File: src/rtl/vga_timing.sv
// Raster timing generator for the 800x600@60 Hz display path: pixel coordinates,
// sync pulses, active-video flag and per-line / per-frame strobes.
module vga_timing #(
  parameter int   H_VISIBLE = 800,
  parameter int   H_FP      = 40,
  parameter int   H_SYNC    = 128,
  parameter int   H_BP      = 88,
  parameter int   V_VISIBLE = 600,
  parameter int   V_FP      = 1,
  parameter int   V_SYNC    = 4,
  parameter int   V_BP      = 23,
  parameter logic SYNC_POL  = 1'b1
) (
  input  logic       clk,
  input  logic       reset,
  input  logic       pix_en,
  output logic [9:0] X,
  output logic [9:0] Y,
  output logic       active,
  output logic       hsync,
  output logic       vsync,
  output logic       line_tick,
  output logic       frame_tick
);

  localparam int H_TOTAL = H_VISIBLE + H_FP + H_SYNC + H_BP;
  localparam int V_TOTAL = V_VISIBLE + V_FP + V_SYNC + V_BP;

  localparam logic [10:0] H_VIS      = 11'(H_VISIBLE);
  localparam logic [10:0] H_LAST     = 11'(H_TOTAL - 1);
  localparam logic [10:0] HS_START   = 11'(H_VISIBLE + H_FP);
  localparam logic [10:0] HS_END     = 11'(H_VISIBLE + H_FP + H_SYNC);
  localparam logic [9:0]  V_VIS      = 10'(V_VISIBLE);
  localparam logic [9:0]  V_LAST     = 10'(V_TOTAL - 1);
  localparam logic [9:0]  VS_START   = 10'(V_VISIBLE + V_FP);
  localparam logic [9:0]  VS_END     = 10'(V_VISIBLE + V_FP + V_SYNC);

  logic [10:0] hcnt, hcnt_nxt;
  logic [9:0]  vcnt, vcnt_nxt;
  logic        h_wrap, v_wrap;
  logic        h_vis_nxt, v_vis_nxt;
  logic        active_r;

  // NOTE: every signal assigned in always_comb gets a value on every path
  // (defaults first), otherwise synthesis infers a latch.
  always_comb begin
    h_wrap   = (hcnt == H_LAST);
    v_wrap   = (vcnt == V_LAST);
    hcnt_nxt = hcnt + 11'd1;
    vcnt_nxt = vcnt;
    if (h_wrap) begin
      hcnt_nxt = '0;
      vcnt_nxt = v_wrap ? '0 : vcnt + 10'd1;
    end
    h_vis_nxt = (hcnt_nxt < H_VIS);
    v_vis_nxt = (vcnt_nxt < V_VIS);
  end

  // Outputs are decoded from the next counter value so they line up with the
  // counters they describe, with no pipeline lag.
  // NOTE: sequential state uses non-blocking assignments so every register
  // samples pre-edge values, independent of statement order.
  always_ff @(posedge clk) begin
    if (reset) begin
      hcnt       <= '0;
      vcnt       <= '0;
      X          <= '0;
      Y          <= '0;
      active_r   <= 1'b1;  // decode of (0,0); masked while reset is held
      hsync      <= ~SYNC_POL;
      vsync      <= ~SYNC_POL;
      line_tick  <= 1'b0;
      frame_tick <= 1'b0;
    end else if (pix_en) begin
      hcnt       <= hcnt_nxt;
      vcnt       <= vcnt_nxt;
      X          <= h_vis_nxt ? hcnt_nxt[9:0] : '0;
      Y          <= v_vis_nxt ? vcnt_nxt : '0;
      active_r   <= h_vis_nxt && v_vis_nxt;
      hsync      <= (hcnt_nxt >= HS_START && hcnt_nxt < HS_END) ? SYNC_POL : ~SYNC_POL;
      vsync      <= (vcnt_nxt >= VS_START && vcnt_nxt < VS_END) ? SYNC_POL : ~SYNC_POL;
      line_tick  <= h_wrap;
      frame_tick <= h_wrap && v_wrap;
    end else begin
      line_tick  <= 1'b0;
      frame_tick <= 1'b0;
    end
  end

  // Blank while reset is held; on release the (0,0) decode shows immediately.
  assign active = active_r && !reset;

endmodule

File: config.mk
export PLATFORM = sky130hd
export DESIGN_NAME = vga_timing
export DESIGN_NICKNAME = d
export VERILOG_FILES = /design/src/rtl/vga_timing.sv
export SDC_FILE = /design/constraint.sdc
export NUM_CORES = 1
export LEC_CHECK = 0
export ABC_AREA = 1
export CORE_MARGIN = 3
export CORE_UTILIZATION = 35
export DETAILED_ROUTE_END_ITERATION = 16
export GPL_ROUTABILITY_DRIVEN = 0
export PLACE_DENSITY = 0.65
export SYNTH_ARGS = -nofsm -noshare
export SYNTH_HDL_FRONTEND = slang
export SYNTH_SLANG_ARGS = --single-unit
File: constraint.sdc
create_clock -name clk -period 4.4 [get_ports clk]
set_clock_uncertainty 0.2 [all_clocks]
set_input_delay 1.32 -clock clk [delete_from_list [all_inputs] [get_ports clk]]
set_output_delay 1.32 -clock clk [all_outputs]
set_load 0.01 [all_outputs]
* Word level (Yosys, flattened, before mapping)
Cells that the tools add are included.
** Storage, ports and cells
- Flip-flop bits (word level) :: 46
- Output and inout bits :: 25
- Word-level logic and storage cells :: 34
** Operators by class
- Add/subtract/negate cells :: 2
- Magnitude comparators :: 6
- Equal/unequal tests :: 2
- Muxes and demuxes :: 7
- Bitwise gates (word level) :: 1
- Reduce and logical (&&, ||, !) cells :: 7
** Operators by type and width (number)
- two-way mux 10 bit :: 4
- < comparator 11 x 10 -> 1 bit (second input constant) :: 2
- < comparator 10 bit (second input constant) :: 2
- adder 11 x 1 -> 11 bit (second input constant) :: 1
- == test 11 bit (second input constant) :: 1
- >= comparator 11 x 10 -> 1 bit (second input constant) :: 1
- two-way mux 11 bit :: 1
- adder 10 x 1 -> 10 bit (second input constant) :: 1
- == test 10 bit (second input constant) :: 1
- >= comparator 10 bit (second input constant) :: 1
- logical AND 1 bit :: 5
- two-way mux 1 bit :: 2
- OR reduction 2 bit :: 1
- logical NOT 1 bit :: 1
- inverter 1 bit :: 1

* Depth between registers and ports, before layout
- Depth after elaboration :: 6
- Mapped depth :: 14
- Gate-level depth less buffers :: 14

* Least setup slack after synthesis
No wires, ideal clock.
- Path type :: input to output
- Start point :: input reset
- End point :: output active
- Arrival time :: 1.693 ns
- Data required time :: 2.880 ns
- Slack :: 1.187 ns
- Cell stages on the path :: 2
- Buffers on the path :: 1
- Cells stage by stage :: clkbuf_1 nor2_1
** On the way
- Word-level cells in the longest chain between the ends :: 2
** Ends and longest elaborated chain
- from (decl) :: line 15 : input logic reset,
- logical NOT 1 bit :: line 91 : assign active = active_r && !reset;
- logical AND 1 bit :: line 91
- to (decl) :: line 19 : output logic active,
Every way passes these cells.

* Final worst setup path
Ends and elaborated chain as after synthesis.

==> results.ini <==
[cts]
cts_sinks = 46
cts_tree = yes
cts-hold-fix-buffers = 0
clockBufferDepth = 2
post_cts_buffers = 0
root_buffer = clkbuf_8
cts_resized = 0
clkLatencyLatePin_ns = 0.30
clkTransAtPathRegs_ns = 0.08
numCtsBuffers = 5
htreeDepth = 2

[pwr]
switching_power_mw = 0.179
p_seq_share_pct = 53.3
p_comb_share_pct = 5.8
p_per_area_nw_per_um2 = 254
clockPowerShare_pct = 40.8
p_int_mw = 0.619
p_leak_nw = 1.25
switching_share_pct = 22.4
vdd_drop_max_mv = 0.170

[floorplanning]
dieHeight_um = 93.4
die_area_um2 = 8720
initial_core_util_pct = 36.5
io_pins = 28
die_w_um = 93.4
num_rows = 31
core_area_um2 = 7330

[setup_path]
setup.worst_path.end = active
critical_path.startpoint_type = input pin
worstPathArrival_ns = 2.38
cp.depth = 3
critical_path_class = in -> out
crit_required_ns = 2.88
path_common_cell = clkdlybuf4s50_1
r2r-start = hcnt[0]
crit_fanout = 2
critPathMaxStageDelay_ns = 0.54
r2r_setup_slack_ns = 1.45
crit_chain = clkdlybuf4s50_1 > nor2_1 > clkdlybuf4s50_1
cp-end-kind = output pin
cpMaxStageDelayCell = clkdlybuf4s50_1
critical_path.startpoint = reset
r2r_end = X[7]
critPathTopFamily = buffers and inverters
path_buf_inv = 2
r2r_cells = 10

[layout]
fillCellCount = 763
fin_area_um2 = 3140
fin_nets = 428
drive_gt1_share_pct = 11.1
area_growth_pct = 17.3
finalNonFillerCells = 522
antenna_cells = 0

[place]
dpl.cell_count = 515
place_area_um2 = 3020
portBuffers = 27
hpwlAfterDp_mm = 4.72

[grt]
track_usage_pct = 15.9
antenna_found_initial = 0
grt_max_degree = 46
grt_pass1_wl_mm = 11.3
grt-ovfl-total = 0
grt_pass1_vias = 2580

[yosys]
synth.distinct_cells = 39
synth_fp_nets = 404
yosysWarningCount = 0
synth_ff_type = dfxtp_1
yosysTopAreaCell = dfxtp_1
synth_seq_area_share_pct = 34.4
syn_inst = 399
avgSynthCellArea_um2 = 6.70
yosysTopAreaCellShare_pct = 34.4
synth-seq-cells = 46
netlist_top_cells_area = dfxtp_1 (34%), nand2_1 (15%), nor2_1 (8.0%)
synth-edff-count = 0
syn_area_um2 = 2670
async_reset_ff_share_pct = 0

[routing]
wl_per_cell_um = 12.5
drt_iter0_drc = 98
drc = 0
drtAntennaViolNets = 0
drt_pass1_iterations = 4
routed_wl_mm = 6.51
vias = 2605
viasPerCell = 4.99

[sta]
rsz0062_at_grt = false
worst_pin_slew_ns = 0.821
fin_crit_ns = 3.90
setup_tns_ns = 0
hold_ws_ns = 0.267
hold_violations = 0
max_freq_ghz = 0.257
setup_viol = 0
drv_slew = 0
post-route-period-util_pct = 88.5
max_slew_margin_pct = 45.2

[run]
maxCapViolCount = 0

[outcome]
outcome = finished, final reports clean

[worst_hold_path]
hp-class = reg -> reg

[flip-flops by register name, summed over array words and instances (netlist names)]
signal and cells:
Y 10, vcnt 10, active_r 1, line_tick 1
vsync 1, frame_tick 1, X 10, hcnt 11
hsync 1
[worst reg2reg max path: stages, from the launching register on]
cell and delay (ns):
dfxtp_1 0.48, ha_1 0.36, nand2_4 0.11, nor2_8 0.16, nand3_4 0.27, nand3_2 0.22, a21boi_1 0.70, nand2_1 0.17
nor2_1 0.12, nor2_1 0.05, nor2_1 0.07
[synthesized netlist by cell type (2+ instances only)]
cell type / count
clkbuf_1: 6
buf_4: 3
nor2_1: 57
nand2_2: 5
clkinv_1: 2
nor2_2: 3
dfxtp_1: 46
nand4_1: 10
o21ai_1: 2
nand3_2: 4
nor3_1: 2
ha_1: 2
nand2_4: 3
o21a_1: 7
nor2_4: 7
inv_2: 7
nand2_1: 105
a21oi_1: 38
o21ai_0: 5
dlygate4sd1_1: 2
nand3_1: 35
inv_1: 31
[metal layers]
metal	part of all wire [%]	GRT usage, %
met5	0	0
met2	50	29.1
met4	1.4	4.76
met1	46	18.9
met3	3.0	2.82
[through the flow]
stage | utilization [%] | setup slack [ns] | power (mW)
after global routing | 42.8 | 0.431 | 0.827
final | 42.8 | 0.505 | 0.797
after CTS | 42.8 | 0.496 | 0.807
after floorplan | - | 1.19 | 0.465
after global placement | 41.3 | 0.501 | 0.481
after detailed placement | 41.3 | 0.496 | 0.482
[cells by family (layout without fill, tap and decap cells)]
| logic type | count (synthesis) | count (layout) | share of synthesized area (%) |
|---|---|---|---|
| AO/OA/AOI/OAI | 58 | 58 | 12.8 |
| flip-flops | 46 | 46 | 34.4 |
| AND/OR/NAND/NOR | 238 | 238 | 42.6 |
| adder cells (fa/ha/maj) | 2 | 2 | 0.936 |
| XOR/XNOR | 2 | 2 | 0.655 |
| buffers and inverters | 53 | 77 | 8.56 |
[cell usage in the layout (no fill, tap or decap)]
cell             netlist  final
nand3b_1               1      1
o21ai_4                1      1
nor2_2                 3      3
nor3_2                 1      1
nand3_2                4      4
inv_2                  7      7
xnor2_1                1      1
ha_1                   2      2
nand2_1              105    105
dfxtp_1               46     46
nor2_1                57     57
bufinv_16              0      1
o21a_1                 7      7
nand2_2                5      5
o21ai_0                5      5
clkdlybuf4s50_1        0     27
clkbuf_8               0      6
inv_1                 31     31
and2_1                 1      1
o21ai_2                1      1
clkinv_1               2      2
a21boi_1               1      1
nor3_1                 2      2
nor4_1                 1      1
nand4_1               10     10
buf_4                  3      2
nand3_4                1      1
buf_12                 0      1
o21ai_1                2      2
nor2_4                 7      7
nand2_4                3      3
a21o_2                 1      1
nand3_1               35     35
xor2_1                 1      1
nand4_2                1      1
a21oi_4                1      1
a21oi_1               38     38
nor2_8                 1      1
o21bai_1               1      1
[area by class of cell]
cell class / instances / area, um2 / share of cell area [%]
multi-input combinational: 300 / 1520 / 48.6
sequential: 46 / 921 / 29.4
timing repair buffer: 30 / 305 / 9.73
inverter: 40 / 150 / 4.79
tap: 99 / 124 / 3.95
clock buffer: 6 / 82.6 / 2.63
clock inverter: 1 / 30.0 / 0.957
[worst min-delay path by stage]
stage | from | endpoint | slack, ns | depth (start not counted)
global placement | X[9] | X[9] | 0.25 | 2
finish | Y[1] | Y[1] | 0.27 | 2
CTS | X[3] | X[3] | 0.27 | 2
global route | Y[0] | Y[0] | 0.29 | 2
detailed placement | X[2] | X[2] | 0.26 | 2
floorplan | active_r | active_r | 0.25 | 2
[power by group through the flow]
stage | Sequential [mW] | Combinational (mW) | Clock [mW]
global route | 0.426 | 0.0521 | 0.348
global placement | 0.435 | 0.0460 | 0
CTS | 0.425 | 0.0470 | 0.335
floorplan | 0.435 | 0.0304 | 0
finish | 0.425 | 0.0464 | 0.326
detailed placement | 0.435 | 0.0469 | 0
No activity file was read; power rests on OpenSTA's default activity.
